[src/rtl/oled_pkg.sv]
// Shared types and constants for the OLED panel-side SPI receiver.
package oled_pkg;

  // Tag carried alongside every received byte.
  localparam logic DC_CMD  = 1'b0;
  localparam logic DC_DATA = 1'b1;

  // Width of one queued entry: {dc, byte}.
  localparam int ENTRY_W = 9;

  typedef enum logic {
    IDLE,
    SHIFT
  } rx_state_t;

  // Translate the sampled dc_n pin level into the queued tag.
  function automatic logic dc_tag(input logic dc_n);
    return dc_n ? DC_DATA : DC_CMD;
  endfunction

endpackage

[src/rtl/oled_spi_sink_if.sv]
// Received-byte stream: head-of-queue byte with valid/ready handshake.
interface oled_spi_sink_if;
  logic [7:0] rx_data;
  logic       rx_dc;
  logic       rx_valid;
  logic       rx_ready;

  modport master (output rx_data, output rx_dc, output rx_valid, input rx_ready);
  modport slave  (input rx_data, input rx_dc, input rx_valid, output rx_ready);
endinterface

[src/rtl/oled_spi_sink_sync_fifo.sv]
// Single-clock first-word-fall-through FIFO; the head entry is visible
// whenever the FIFO is non-empty and reads as zero when empty.
module sync_fifo #(
  parameter int WIDTH = 8,
  parameter int DEPTH = 16
) (
  input  logic             clock,
  input  logic             reset,
  input  logic             wr_en_i,
  input  logic [WIDTH-1:0] wr_data_i,
  input  logic             rd_en_i,
  output logic [WIDTH-1:0] rd_data_o,
  output logic             full_o,
  output logic             empty_o
);

  localparam int AW = $clog2(DEPTH);

  logic [WIDTH-1:0] mem [DEPTH];
  logic [AW:0]      wr_ptr_q, rd_ptr_q;
  logic             do_rd, do_wr;

  assign empty_o   = (wr_ptr_q == rd_ptr_q);
  assign full_o    = (wr_ptr_q[AW] != rd_ptr_q[AW]) &&
                     (wr_ptr_q[AW-1:0] == rd_ptr_q[AW-1:0]);
  // A write into a full FIFO is allowed when the head leaves in the same cycle.
  assign do_rd     = rd_en_i & ~empty_o;
  assign do_wr     = wr_en_i & (~full_o | do_rd);
  assign rd_data_o = empty_o ? '0 : mem[rd_ptr_q[AW-1:0]];

  // Read and write pointers, one extra wrap bit to tell full from empty.
  always_ff @(posedge clock or posedge reset) begin
    if (reset) begin
      wr_ptr_q <= '0;
      rd_ptr_q <= '0;
    end else begin
      if (do_wr) wr_ptr_q <= wr_ptr_q + 1'b1;
      if (do_rd) rd_ptr_q <= rd_ptr_q + 1'b1;
    end
  end

  // Storage array; contents are masked by empty so no reset is needed.
  always_ff @(posedge clock) begin
    if (do_wr) mem[wr_ptr_q[AW-1:0]] <= wr_data_i;
  end

endmodule

[src/rtl/oled_spi_sink.sv]
// Panel-side SPI receiver: synchronises the OLED pins, deserialises bytes
// MSB-first, queues {dc, byte} and keeps sticky error flags.
module oled_spi_sink
  import oled_pkg::*;
#(
  parameter int FIFO_DEPTH   = 16,
  parameter int SYNC_STAGES  = 2,
  parameter int IDLE_TIMEOUT = 1024
) (
  input  logic                  clock,
  input  logic                  reset,
  input  logic                  oled_spi_clk,
  input  logic                  oled_spi_data,
  input  logic                  oled_dc_n,
  input  logic                  oled_vdd,
  input  logic                  oled_vbat,
  input  logic                  oled_reset_n,
  oled_spi_sink_if.master       rx,
  input  logic                  clear_status,
  output logic                  overflow,
  output logic                  frame_err,
  output logic                  seq_err,
  output logic                  panel_on,
  output logic [15:0]           byte_count
);

  localparam int P_SCLK  = 5;
  localparam int P_SDATA = 4;
  localparam int P_DC    = 3;
  localparam int P_VDD   = 2;
  localparam int P_VBAT  = 1;
  localparam int P_RSTN  = 0;
  // The SPI clock idles high, so its synchroniser resets high to avoid a
  // phantom rising edge right after reset.
  localparam logic [5:0] SYNC_RST = 6'b100000;
  localparam int TW = $clog2(IDLE_TIMEOUT) + 1;
  localparam logic [TW-1:0] TIMER_MAX = TW'(IDLE_TIMEOUT - 1);

  logic [5:0] pins;
  logic [5:0] sync_q [SYNC_STAGES];
  logic       sclk_s, sdata_s, dc_s, vdd_s, vbat_s, rstn_s, powered;
  logic       sclk_prev_q, edge_q, sdata_q, dc_q;

  rx_state_t         state_q, state_d;
  logic [2:0]        bitcnt_q, bitcnt_d;
  logic [6:0]        shift_q, shift_d;
  logic [TW-1:0]     timer_q, timer_d;
  logic              push, seq_set, frame_set;
  logic [ENTRY_W-1:0] push_data, head;
  logic              fifo_full, fifo_empty, pop, push_ok, drop;
  logic              overflow_q, frame_err_q, seq_err_q;
  logic [15:0]       byte_count_q;

  assign pins = {oled_spi_clk, oled_spi_data, oled_dc_n, oled_vdd, oled_vbat, oled_reset_n};

  // Multi-flop synchroniser chain for all panel pins.
  always_ff @(posedge clock or posedge reset) begin
    if (reset) begin
      for (int i = 0; i < SYNC_STAGES; i++) sync_q[i] <= SYNC_RST;
    end else begin
      sync_q[0] <= pins;
      for (int i = 1; i < SYNC_STAGES; i++) sync_q[i] <= sync_q[i-1];
    end
  end

  assign sclk_s  = sync_q[SYNC_STAGES-1][P_SCLK];
  assign sdata_s = sync_q[SYNC_STAGES-1][P_SDATA];
  assign dc_s    = sync_q[SYNC_STAGES-1][P_DC];
  assign vdd_s   = sync_q[SYNC_STAGES-1][P_VDD];
  assign vbat_s  = sync_q[SYNC_STAGES-1][P_VBAT];
  assign rstn_s  = sync_q[SYNC_STAGES-1][P_RSTN];
  assign powered = ~vdd_s & rstn_s;

  // Registered rising-edge detect with data and dc captured alongside it.
  always_ff @(posedge clock or posedge reset) begin
    if (reset) begin
      sclk_prev_q <= 1'b1;
      edge_q      <= 1'b0;
      sdata_q     <= 1'b0;
      dc_q        <= 1'b0;
    end else begin
      sclk_prev_q <= sclk_s;
      edge_q      <= sclk_s & ~sclk_prev_q;
      sdata_q     <= sdata_s;
      dc_q        <= dc_s;
    end
  end

  // Receiver state register.
  always_ff @(posedge clock or posedge reset) begin
    if (reset) begin
      state_q  <= IDLE;
      bitcnt_q <= '0;
      shift_q  <= '0;
      timer_q  <= '0;
    end else begin
      state_q  <= state_d;
      bitcnt_q <= bitcnt_d;
      shift_q  <= shift_d;
      timer_q  <= timer_d;
    end
  end

  // Next-state logic: shift on powered edges, time out stalled bytes,
  // and abandon any partial byte while the panel is held in reset.
  always_comb begin
    state_d   = state_q;
    bitcnt_d  = bitcnt_q;
    shift_d   = shift_q;
    timer_d   = timer_q;
    push      = 1'b0;
    frame_set = 1'b0;
    seq_set   = edge_q & ~powered;
    unique case (state_q)
      IDLE: begin
        timer_d = '0;
        if (edge_q && powered) begin
          shift_d  = {6'b0, sdata_q};
          bitcnt_d = 3'd1;
          state_d  = SHIFT;
        end
      end
      SHIFT: begin
        if (edge_q && powered) begin
          shift_d = {shift_q[5:0], sdata_q};
          timer_d = '0;
          if (bitcnt_q == 3'd7) begin
            push     = 1'b1;
            bitcnt_d = '0;
            state_d  = IDLE;
          end else begin
            bitcnt_d = bitcnt_q + 3'd1;
          end
        end else if (timer_q == TIMER_MAX) begin
          frame_set = 1'b1;
          bitcnt_d  = '0;
          timer_d   = '0;
          state_d   = IDLE;
        end else begin
          timer_d = timer_q + TW'(1);
        end
      end
      default: state_d = IDLE;
    endcase
    if (!rstn_s) begin
      state_d   = IDLE;
      bitcnt_d  = '0;
      timer_d   = '0;
      frame_set = 1'b0;
    end
  end

  assign push_data = {dc_tag(dc_q), shift_q, sdata_q};
  assign pop       = ~fifo_empty & rx.rx_ready;
  assign push_ok   = push & (~fifo_full | pop);
  assign drop      = push & fifo_full & ~pop;

  sync_fifo #(
    .WIDTH (ENTRY_W),
    .DEPTH (FIFO_DEPTH)
  ) u_fifo (
    .clock     (clock),
    .reset     (reset),
    .wr_en_i   (push),
    .wr_data_i (push_data),
    .rd_en_i   (pop),
    .rd_data_o (head),
    .full_o    (fifo_full),
    .empty_o   (fifo_empty)
  );

  assign rx.rx_valid = ~fifo_empty;
  assign rx.rx_dc    = head[8];
  assign rx.rx_data  = head[7:0];

  // Sticky flags and accepted-byte counter; a new event beats clear_status.
  always_ff @(posedge clock or posedge reset) begin
    if (reset) begin
      overflow_q   <= 1'b0;
      frame_err_q  <= 1'b0;
      seq_err_q    <= 1'b0;
      byte_count_q <= '0;
    end else begin
      overflow_q  <= drop      | (overflow_q  & ~clear_status);
      frame_err_q <= frame_set | (frame_err_q & ~clear_status);
      seq_err_q   <= seq_set   | (seq_err_q   & ~clear_status);
      if (clear_status) byte_count_q <= push_ok ? 16'd1 : 16'd0;
      else if (push_ok) byte_count_q <= byte_count_q + 16'd1;
    end
  end

  assign overflow   = overflow_q;
  assign frame_err  = frame_err_q;
  assign seq_err    = seq_err_q;
  assign byte_count = byte_count_q;
  assign panel_on   = ~vdd_s & rstn_s & ~vbat_s;

endmodule

[src/flat_wrapper.sv]
// flat-port wrapper written by rule: the top's interface ports become plain ports
module oled_spi_sink_flat import oled_pkg::*;
#(
  parameter int FIFO_DEPTH   = 16,
  parameter int SYNC_STAGES  = 2,
  parameter int IDLE_TIMEOUT = 1024
)
  (clock, reset, oled_spi_clk, oled_spi_data, oled_dc_n, oled_vdd, oled_vbat, oled_reset_n, clear_status, overflow, frame_err, seq_err, panel_on, byte_count, rx_rx_data, rx_rx_dc, rx_rx_valid, rx_rx_ready);
  oled_spi_sink_if rx_i ();
  input  logic clock;
  input  logic reset;
  input  logic oled_spi_clk;
  input  logic oled_spi_data;
  input  logic oled_dc_n;
  input  logic oled_vdd;
  input  logic oled_vbat;
  input  logic oled_reset_n;
  input  logic clear_status;
  output logic overflow;
  output logic frame_err;
  output logic seq_err;
  output logic panel_on;
  output logic [15:0] byte_count;
  output wire logic [$bits(rx_i.rx_data)-1:0] rx_rx_data;
  output wire logic [$bits(rx_i.rx_dc)-1:0] rx_rx_dc;
  output wire logic [$bits(rx_i.rx_valid)-1:0] rx_rx_valid;
  input wire logic [$bits(rx_i.rx_ready)-1:0] rx_rx_ready;
  assign rx_rx_data = rx_i.rx_data;
  assign rx_rx_dc = rx_i.rx_dc;
  assign rx_rx_valid = rx_i.rx_valid;
  assign rx_i.rx_ready = rx_rx_ready;
  oled_spi_sink #(.FIFO_DEPTH(FIFO_DEPTH), .SYNC_STAGES(SYNC_STAGES), .IDLE_TIMEOUT(IDLE_TIMEOUT)) u_core (.clock(clock), .reset(reset), .oled_spi_clk(oled_spi_clk), .oled_spi_data(oled_spi_data), .oled_dc_n(oled_dc_n), .oled_vdd(oled_vdd), .oled_vbat(oled_vbat), .oled_reset_n(oled_reset_n), .rx(rx_i), .clear_status(clear_status), .overflow(overflow), .frame_err(frame_err), .seq_err(seq_err), .panel_on(panel_on), .byte_count(byte_count));
endmodule
[config.mk]
export PLATFORM = sky130hd
export DESIGN_NAME = oled_spi_sink_flat
export DESIGN_NICKNAME = d
export VERILOG_FILES = /design/src/rtl/oled_pkg.sv /design/src/rtl/oled_spi_sink_if.sv /design/src/rtl/oled_spi_sink_sync_fifo.sv /design/src/rtl/oled_spi_sink.sv /design/src/flat_wrapper.sv
export SDC_FILE = /design/constraint.sdc
export NUM_CORES = 1
export LEC_CHECK = 0
export BUFFER_PORTS_ARGS = -buffer_cell sky130_fd_sc_hd__buf_4
export CORE_MARGIN = 1
export CORE_UTILIZATION = 45
export CTS_BUF_LIST = sky130_fd_sc_hd__clkbuf_16
export CTS_CLUSTER_DIAMETER = 50
export DETAILED_ROUTE_END_ITERATION = 10
export GPL_ROUTABILITY_DRIVEN = 0
export PLACE_DENSITY = 0.61
export SLEW_MARGIN = 10
export SYNTH_ARGS = -nofsm -noshare
export SYNTH_HDL_FRONTEND = slang
export SYNTH_SLANG_ARGS = --single-unit
[constraint.sdc]
create_clock -name clock -period 7.8 [get_ports clock]
set_input_delay 1.17 -clock clock [delete_from_list [all_inputs] [get_ports clock]]
set_output_delay 1.17 -clock clock [all_outputs]
set_load 0.01 [all_outputs]
# Yosys cells after proc, flatten, opt, wreduce, memory -nomap -nowiden
# Memory sizes are Yosys's and may differ from the RTL's.
# Index checks and enable logic that the tools add are counted.
# W data, S select, Z words.
# word_totals
in_bits,10
register_bits,67
out_inout_bits,30
memories,1
elab_cells,96
ram_bits,144
# memory_table
name,words,word_bits,read_ports,rd_ports_with_merged_regs,write_ports,line,rtl
u_core.u_fifo.mem,16,9,1,0,1,oled_spi_sink_sync_fifo.sv:19,logic [WIDTH-1:0] mem [DEPTH];
# op_classes
reduce_logical,5
eq_ne,9
n_addsub,5
bitwise,27
mux,33
# op_table
operator,n
$mux W11,3
$mux W16,2
$pmux W11 S2,1
$add A16 B1 Y16 const B,1
$mux W1,16
$mux W3,5
$mux W7,2
$pmux W7 S2,1
$and A1 B1 Y1,13
$add A11 B1 Y11 const B,1
$eq A11 B10 Y1 const B,1
$add A5 B1 Y5 const B,2
$mux W9,1
$not A1 Y1,9
$pmux W3 S2,1
$eq A5 B5 Y1,1
$or A1 B1 Y1,5
$eq A4 B4 Y1,1
$ne A4 B4 Y1 const B,1
$reduce_and A2 Y1,2
$add A3 B1 Y3 const B,1
$eq A3 B3 Y1 const B,1
$ne A3 B3 Y1 const B,1
$logic_and A1 B1 Y1,2
5 further kinds,5

# Depth between registers and ports, before layout
# depth
ltp_word,8
mapped_depth,7
mapped_depth_nobuf,5

# Hierarchy
# From an unflattened synthesis, not the netlist that was laid out.
# hier_totals
cells_unflattened,521
area_unflattened_um2,8593.2
# modules_own_cells
module,instances,area_each_um2,cells_per_inst
sync_fifo,1,6165.9,294
oled_spi_sink,1,2427.3,227

# Worst setup path after synthesis
# OpenSTA, ideal clock, no wires.
# synth_path
path_kind,input-to-reg
startpoint,in rx_rx_ready
endpoint,"mem u_core.u_fifo.mem[0][0] (netlist name), enable pin"
stages,3
required_time_ns,7.401
path_slack_ns,4.897
setup_time_ns,0.399
arrival_time_ns,2.503
path_cell_list,nor2_2 > a21oi_2 > nor4bb_1
# synth_between
elab_chain_cells,6
# synth_lines
item,line,rtl
"start, declared",flat_wrapper.sv:27,input wire logic [$bits(rx_i.rx_ready)-1:0] rx_rx_ready;
$and A1 B1 Y1,oled_spi_sink.sv:154,assign pop = ~fifo_empty & rx.rx_ready;
$and A1 B1 Y1,oled_spi_sink_sync_fifo.sv:27,assign do_rd = rd_en_i & ~empty_o;
$or A1 B1 Y1,oled_spi_sink_sync_fifo.sv:28,assign do_wr = wr_en_i & (~full_o | do_rd);
$and A1 B1 Y1,oled_spi_sink_sync_fifo.sv:28,
$mux W1,oled_spi_sink_sync_fifo.sv:44,if (do_wr) mem[wr_ptr_q[AW-1:0]] <= wr_data_i;
$mux W1 (not written as such),oled_spi_sink_sync_fifo.sv:44,
"end, declared",oled_spi_sink_sync_fifo.sv:19,
# No other way between the ends.

# Worst setup path after layout
# layout_path
startpoint,reg u_core.u_fifo.rd_ptr_q[0]
endpoint,out rx_rx_data[4]
# layout_between
elab_chain_cells,2
word_cells_on_any_way,3
cone_classes,eq/ne: 1; mux: 1; memory: 1
# layout_lines
item,line,rtl
"start, declared",oled_spi_sink_sync_fifo.sv:20,"logic [AW:0] wr_ptr_q, rd_ptr_q;"
"start signal, assigned",oled_spi_sink_sync_fifo.sv:38,if (do_rd) rd_ptr_q <= rd_ptr_q + 1'b1;
$mem_v2 Z16 W9 or $eq A5 B5 Y1 (tied branches),n/a,
$mux W9 *,oled_spi_sink_sync_fifo.sv:29,assign rd_data_o = empty_o ? '0 : mem[rd_ptr_q[AW-1:0]];
"end, declared",flat_wrapper.sv:24,output wire logic [$bits(rx_i.rx_data)-1:0] rx_rx_data;
# Mark *: on every way between the ends. The rest lies on a longest branch, timed or not.

==> run_summary.xml <==
<?xml version="1.0" encoding="UTF-8"?>
<metrics>
  <group name="outcome">
    <metric name="status" unit="">completed</metric>
  </group>
  <group name="worst_setup_path">
    <metric name="path_common_cell" unit="">sky130_fd_sc_hd__buf_4</metric>
    <metric name="arrival" unit="ns">2.85</metric>
    <metric name="timing.setup.critical_path_class" unit="">reg -&gt; out</metric>
    <metric name="r2r_end" unit="">u_core.u_fifo.mem[0][8]$_DFFE_PP_</metric>
    <metric name="critical-path-slowest-cell" unit="">sky130_fd_sc_hd__mux4_2</metric>
    <metric name="setup.worst_path.end_class" unit="">output port</metric>
    <metric name="worst_path_largest_cell_delay" unit="ns">0.59</metric>
    <metric name="worst_path_buf_inv" unit="">2</metric>
    <metric name="cp-start-kind" unit="">flip-flop</metric>
    <metric name="worstReg2RegStart" unit="">u_core.u_fifo.wr_ptr_q[3]$_DFFE_PP0P_</metric>
    <metric name="setup_slack_of_the_most_critical_reg_to_reg_path" unit="ns">4.80</metric>
    <metric name="path_delay_family" unit="">buffers and inverters</metric>
    <metric name="r2r_cells" unit="">5</metric>
    <metric name="crit_required" unit="ns">6.63</metric>
    <metric name="path_cells" unit="">buf_4 &gt; mux4_2 &gt; a22oi_1 &gt; a21oi_1 &gt; buf_4</metric>
    <metric name="crit_path_max_fanout" unit="">30</metric>
  </group>
  <group name="cts">
    <metric name="cts.clk_slew.worst_paths" unit="ns">0.06</metric>
    <metric name="cts_hold_buf" unit="">0</metric>
    <metric name="post_cts.repair.setup_buffers" unit="">0</metric>
    <metric name="clock-root-buffer" unit="">sky130_fd_sc_hd__clkbuf_16</metric>
    <metric name="ctsHtreeMaxLevel" unit="">1</metric>
    <metric name="tritoncts_clock_tree" unit="">done</metric>
    <metric name="numClockSinks" unit="">211</metric>
    <metric name="cts_resized" unit="">0</metric>
    <metric name="clock_insertion_delay_worst_skew" unit="ns">0.51</metric>
    <metric name="cts_max_path_buffers" unit="">3</metric>
    <metric name="cts_inserted_buffers" unit="">24</metric>
  </group>
  <group name="min_path">
    <metric name="worstHoldPathCells" unit="">0</metric>
    <metric name="worst_hold_startpoint" unit="">u_core.sync_q[6]$_DFF_PP0_</metric>
    <metric name="hold_path.class" unit="">reg -&gt; reg</metric>
    <metric name="worstHoldEndpoint" unit="">u_core.rstn_s$_DFF_PP0_</metric>
  </group>
  <group name="synth">
    <metric name="postSynthCellCount" unit="">534</metric>
    <metric name="postSynthNetCount" unit="">553</metric>
    <metric name="yosys_most_used_dff" unit="">sky130_fd_sc_hd__edfxtp_1</metric>
    <metric name="syn-cell-area" unit="um^2">8706</metric>
    <metric name="synthesis.yosys.warnings" unit="">0</metric>
    <metric name="synthArstFlopShare" unit="%">31.75</metric>
    <metric name="synth_enable_flop_cells" unit="">144</metric>
    <metric name="distinct_cells_synth" unit="">52</metric>
    <metric name="ys_ff_latch" unit="">211</metric>
    <metric name="ys_seq_area_share" unit="%">68.97</metric>
    <metric name="synthesis.area_per_instance" unit="um^2">16.30</metric>
  </group>
  <group name="final_layout">
    <metric name="final_core_util" unit="%">53.28</metric>
    <metric name="final_area" unit="um^2">10030</metric>
    <metric name="layout.cells.most_common" unit="">sky130_fd_sc_hd__edfxtp_1</metric>
    <metric name="layout.cells.most_common_list" unit="">sky130_fd_sc_hd__edfxtp_1 (144), sky130_fd_sc_hd__dfrtp_1 (63), sky130_fd_sc_hd__buf_4 (44), sky130_fd_sc_hd__mux4_2 (36), sky130_fd_sc_hd__nor2_1 (32)</metric>
    <metric name="diodes" unit="">0</metric>
    <metric name="final_layout_size_suffix_gt1_share" unit="%">21.89</metric>
    <metric name="area_added_between_synthesis_and_finish" unit="%">15.25</metric>
    <metric name="finalNetCount" unit="">595</metric>
    <metric name="final.fill_count" unit="">1547</metric>
  </group>
  <group name="sta">
    <metric name="timing.fmax" unit="MHz">248.5</metric>
    <metric name="maxSlewHeadroom" unit="%">37.51</metric>
    <metric name="final_hold_violating_endpoints" unit="">0</metric>
    <metric name="final.setup.tns" unit="ns">0</metric>
    <metric name="finalSetupViolations" unit="">0</metric>
    <metric name="finalClockSkew" unit="ns">0.009595</metric>
    <metric name="worst_pin_slew" unit="ns">0.9363</metric>
    <metric name="timing.final.crit_share" unit="%">51.58</metric>
    <metric name="slew_violations" unit="">0</metric>
    <metric name="post-route-min-period" unit="ns">4.023</metric>
    <metric name="final.setup.worst_slack" unit="ns">3.777</metric>
    <metric name="rsz0062_at_grt" unit="">no</metric>
  </group>
  <group name="route">
    <metric name="drt-vias-per-instance" unit="">5.519</metric>
    <metric name="ant_nets" unit="">0</metric>
    <metric name="drt-pass1-iter-count" unit="">4</metric>
    <metric name="postRouteWirelength" unit="um">17030</metric>
    <metric name="dr.first_iter.drc_count" unit="">334</metric>
    <metric name="drc" unit="">0</metric>
    <metric name="vias" unit="">4713</metric>
    <metric name="routed_wire_length_per_instance" unit="um">19.95</metric>
  </group>
  <group name="power_and_ir_drop">
    <metric name="power_frac_comb" unit="%">18.3</metric>
    <metric name="sequentialPowerShare" unit="%">43.6</metric>
    <metric name="sw_frac_of_total" unit="%">26.04</metric>
    <metric name="internal_power" unit="mW">2.143</metric>
    <metric name="power.share.clock" unit="%">38.1</metric>
    <metric name="power_per_cell_area" unit="nW/um^2">288.8</metric>
    <metric name="vdd_ir_drop_max" unit="mV">0.1841</metric>
    <metric name="net-switching-power" unit="uW">754.6</metric>
    <metric name="power.leakage" unit="nW">3.689</metric>
    <metric name="design_power_total" unit="mW">2.898</metric>
  </group>
  <group name="flow_run">
    <metric name="drv_cap" unit="">0</metric>
  </group>
  <group name="place">
    <metric name="detailedPlace.worstSlack" unit="ns">4.251</metric>
    <metric name="place.port_buffers" unit="">39</metric>
    <metric name="postPlaceCellArea" unit="um^2">9243</metric>
    <metric name="dp_hpwl" unit="um">10630</metric>
  </group>
  <group name="global_routing">
    <metric name="initial_antenna_violation_count" unit="">0</metric>
    <metric name="grt-ovfl-total" unit="">0</metric>
    <metric name="grt_util_all_layers" unit="%">18.26</metric>
    <metric name="grt_first_pass_wirelength" unit="um">27770</metric>
    <metric name="grt_start_max_net_pins" unit="">68</metric>
    <metric name="first_global_vias" unit="">4975</metric>
  </group>
  <group name="floorplanning">
    <metric name="rows" unit="">50</metric>
    <metric name="die_area" unit="um^2">19910</metric>
    <metric name="die_width" unit="um">141.1</metric>
    <metric name="starting_density_of_the_core" unit="%">46.23</metric>
    <metric name="fp.coreArea" unit="um^2">18830</metric>
    <metric name="floorplan.die.height" unit="um">141.1</metric>
    <metric name="top_level_port_count" unit="">40</metric>
  </group>
</metrics>
==> cell families (layout without fill, tap and decap cells) <==
| kind of cell | Yosys count | in the layout | share of synthesized area [%] |
|---|---|---|---|
| adder cells (fa/ha/maj) | 9 | 9 | 1.293 |
| buffers and inverters | 42 | 102 | 2.156 |
| AND/OR/NAND/NOR | 130 | 130 | 8.365 |
| XOR/XNOR | 21 | 21 | 2.199 |
| multiplexers | 54 | 54 | 11.63 |
| AO/OA/AOI/OAI | 67 | 67 | 5.389 |
| flip-flops | 211 | 211 | 68.97 |
==> layout make-up <==
cell class | instances | area (um^2) | area share [%]
sequential | 211 | 6006 | 59.86
multi-input combinational | 281 | 2529 | 25.20
clock buffer | 25 | 625.6 | 6.235
timing repair buffer | 44 | 330.3 | 3.292
tap | 260 | 325.3 | 3.242
clock inverter | 19 | 165.2 | 1.646
inverter | 14 | 52.55 | 0.5238
==> worst max-delay path by stage <==
stage                                                   end  cells past startpoint                                  start  slack (ns)
after floorplan           u_core.u_fifo.mem[0][0]$_DFFE_PP_                      3                            rx_rx_ready        4.90
after global placement    u_core.u_fifo.mem[0][7]$_DFFE_PP_                      4                            rx_rx_ready        4.11
after detailed placement                      rx_rx_data[4]                      5  u_core.u_fifo.rd_ptr_q[0]$_DFFE_PP0P_        4.25
after CTS                                     rx_rx_data[4]                      5  u_core.u_fifo.rd_ptr_q[0]$_DFFE_PP0P_        3.68
after global routing                          rx_rx_data[4]                      5  u_core.u_fifo.rd_ptr_q[0]$_DFFE_PP0P_        3.57
final                                         rx_rx_data[4]                      5  u_core.u_fifo.rd_ptr_q[0]$_DFFE_PP0P_        3.78
==> cells in the mapped netlist, types with 2 or more instances <==
cell | instances | area share (%)
sky130_fd_sc_hd__nor3_1 | 3 | 0.17
sky130_fd_sc_hd__a2111oi_1 | 2 | 0.23
sky130_fd_sc_hd__and4_1 | 9 | 0.91
sky130_fd_sc_hd__nand2b_1 | 5 | 0.36
sky130_fd_sc_hd__inv_1 | 13 | 0.56
sky130_fd_sc_hd__a22o_1 | 2 | 0.20
sky130_fd_sc_hd__mux2_1 | 16 | 2.1
sky130_fd_sc_hd__edfxtp_1 | 144 | 50
sky130_fd_sc_hd__and4b_1 | 3 | 0.34
sky130_fd_sc_hd__xnor2_1 | 8 | 0.80
sky130_fd_sc_hd__buf_1 | 2 | 0.086
sky130_fd_sc_hd__nor2_1 | 32 | 1.4
sky130_fd_sc_hd__a21oi_1 | 17 | 0.98
sky130_fd_sc_hd__and2_1 | 3 | 0.22
sky130_fd_sc_hd__a211oi_1 | 10 | 0.86
sky130_fd_sc_hd__clkbuf_1 | 11 | 0.47
sky130_fd_sc_hd__a22oi_1 | 18 | 1.6
sky130_fd_sc_hd__and4bb_1 | 2 | 0.29
sky130_fd_sc_hd__nand3_1 | 12 | 0.69
sky130_fd_sc_hd__ha_1 | 9 | 1.3
sky130_fd_sc_hd__nand4_1 | 7 | 0.50
sky130_fd_sc_hd__mux4_2 | 36 | 9.3
sky130_fd_sc_hd__a2111oi_2 | 3 | 0.52
sky130_fd_sc_hd__xor2_1 | 12 | 1.2
sky130_fd_sc_hd__buf_2 | 12 | 0.69
sky130_fd_sc_hd__o22ai_1 | 2 | 0.14
sky130_fd_sc_hd__buf_4 | 2 | 0.17
sky130_fd_sc_hd__nand2_1 | 25 | 1.1
sky130_fd_sc_hd__o21ai_0 | 8 | 0.46
sky130_fd_sc_hd__nor2b_1 | 16 | 1.1
sky130_fd_sc_hd__dfrtp_1 | 64 | 18
sky130_fd_sc_hd__dfstp_2 | 3 | 0.91
sky130_fd_sc_hd__and3_1 | 4 | 0.29
==> per-layer routing <==
metal	up-vias	routed length [um]	track usage, %
li1	2139	-	-
met1	2442	7589	25.08
met2	112	8358	29.89
met3	20	776	3.193
met4	0	310	5.492
met5	-	0	0
==> per-stage QoR <==
step / hold slack [ns] / cells
5_1_grt: 0.3482 / 854
4_1_cts: 0.3495 / 854
6_report: 0.3468 / 854
3_5_place_dp: 0.3363 / 810
2_1_floorplan: 0.3312 / 534
3_3_place_gp: 0.3327 / 810
==> state kept, by name, summed over array words and instances, names as in the netlist <==
signal	cells
u_core.bitcnt_q	3
u_core.byte_count	16
u_core.dc_q	1
u_core.dc_s	1
u_core.edge_q	1
u_core.frame_err	1
u_core.overflow	1
u_core.rstn_s	1
u_core.sclk_prev_q	1
u_core.sclk_s	1
u_core.sdata_q	1
u_core.sdata_s	1
u_core.seq_err	1
u_core.shift_q	7
u_core.state_q	1
u_core.sync_q	8
u_core.timer_q	11
u_core.u_fifo.mem	144
u_core.u_fifo.rd_ptr_q	5
u_core.u_fifo.wr_ptr_q	5
==> power groups by stage <==
stage	Combinational [mW]	Sequential (mW)	Clock, mW
2_1_floorplan	0.409	1.26	0
3_3_place_gp	0.538	1.28	0
3_5_place_dp	0.544	1.29	0
4_1_cts	0.546	1.26	1.13
5_1_grt	0.583	1.27	1.17
6_report	0.530	1.26	1.10
Power figures use the tool's default switching activity.
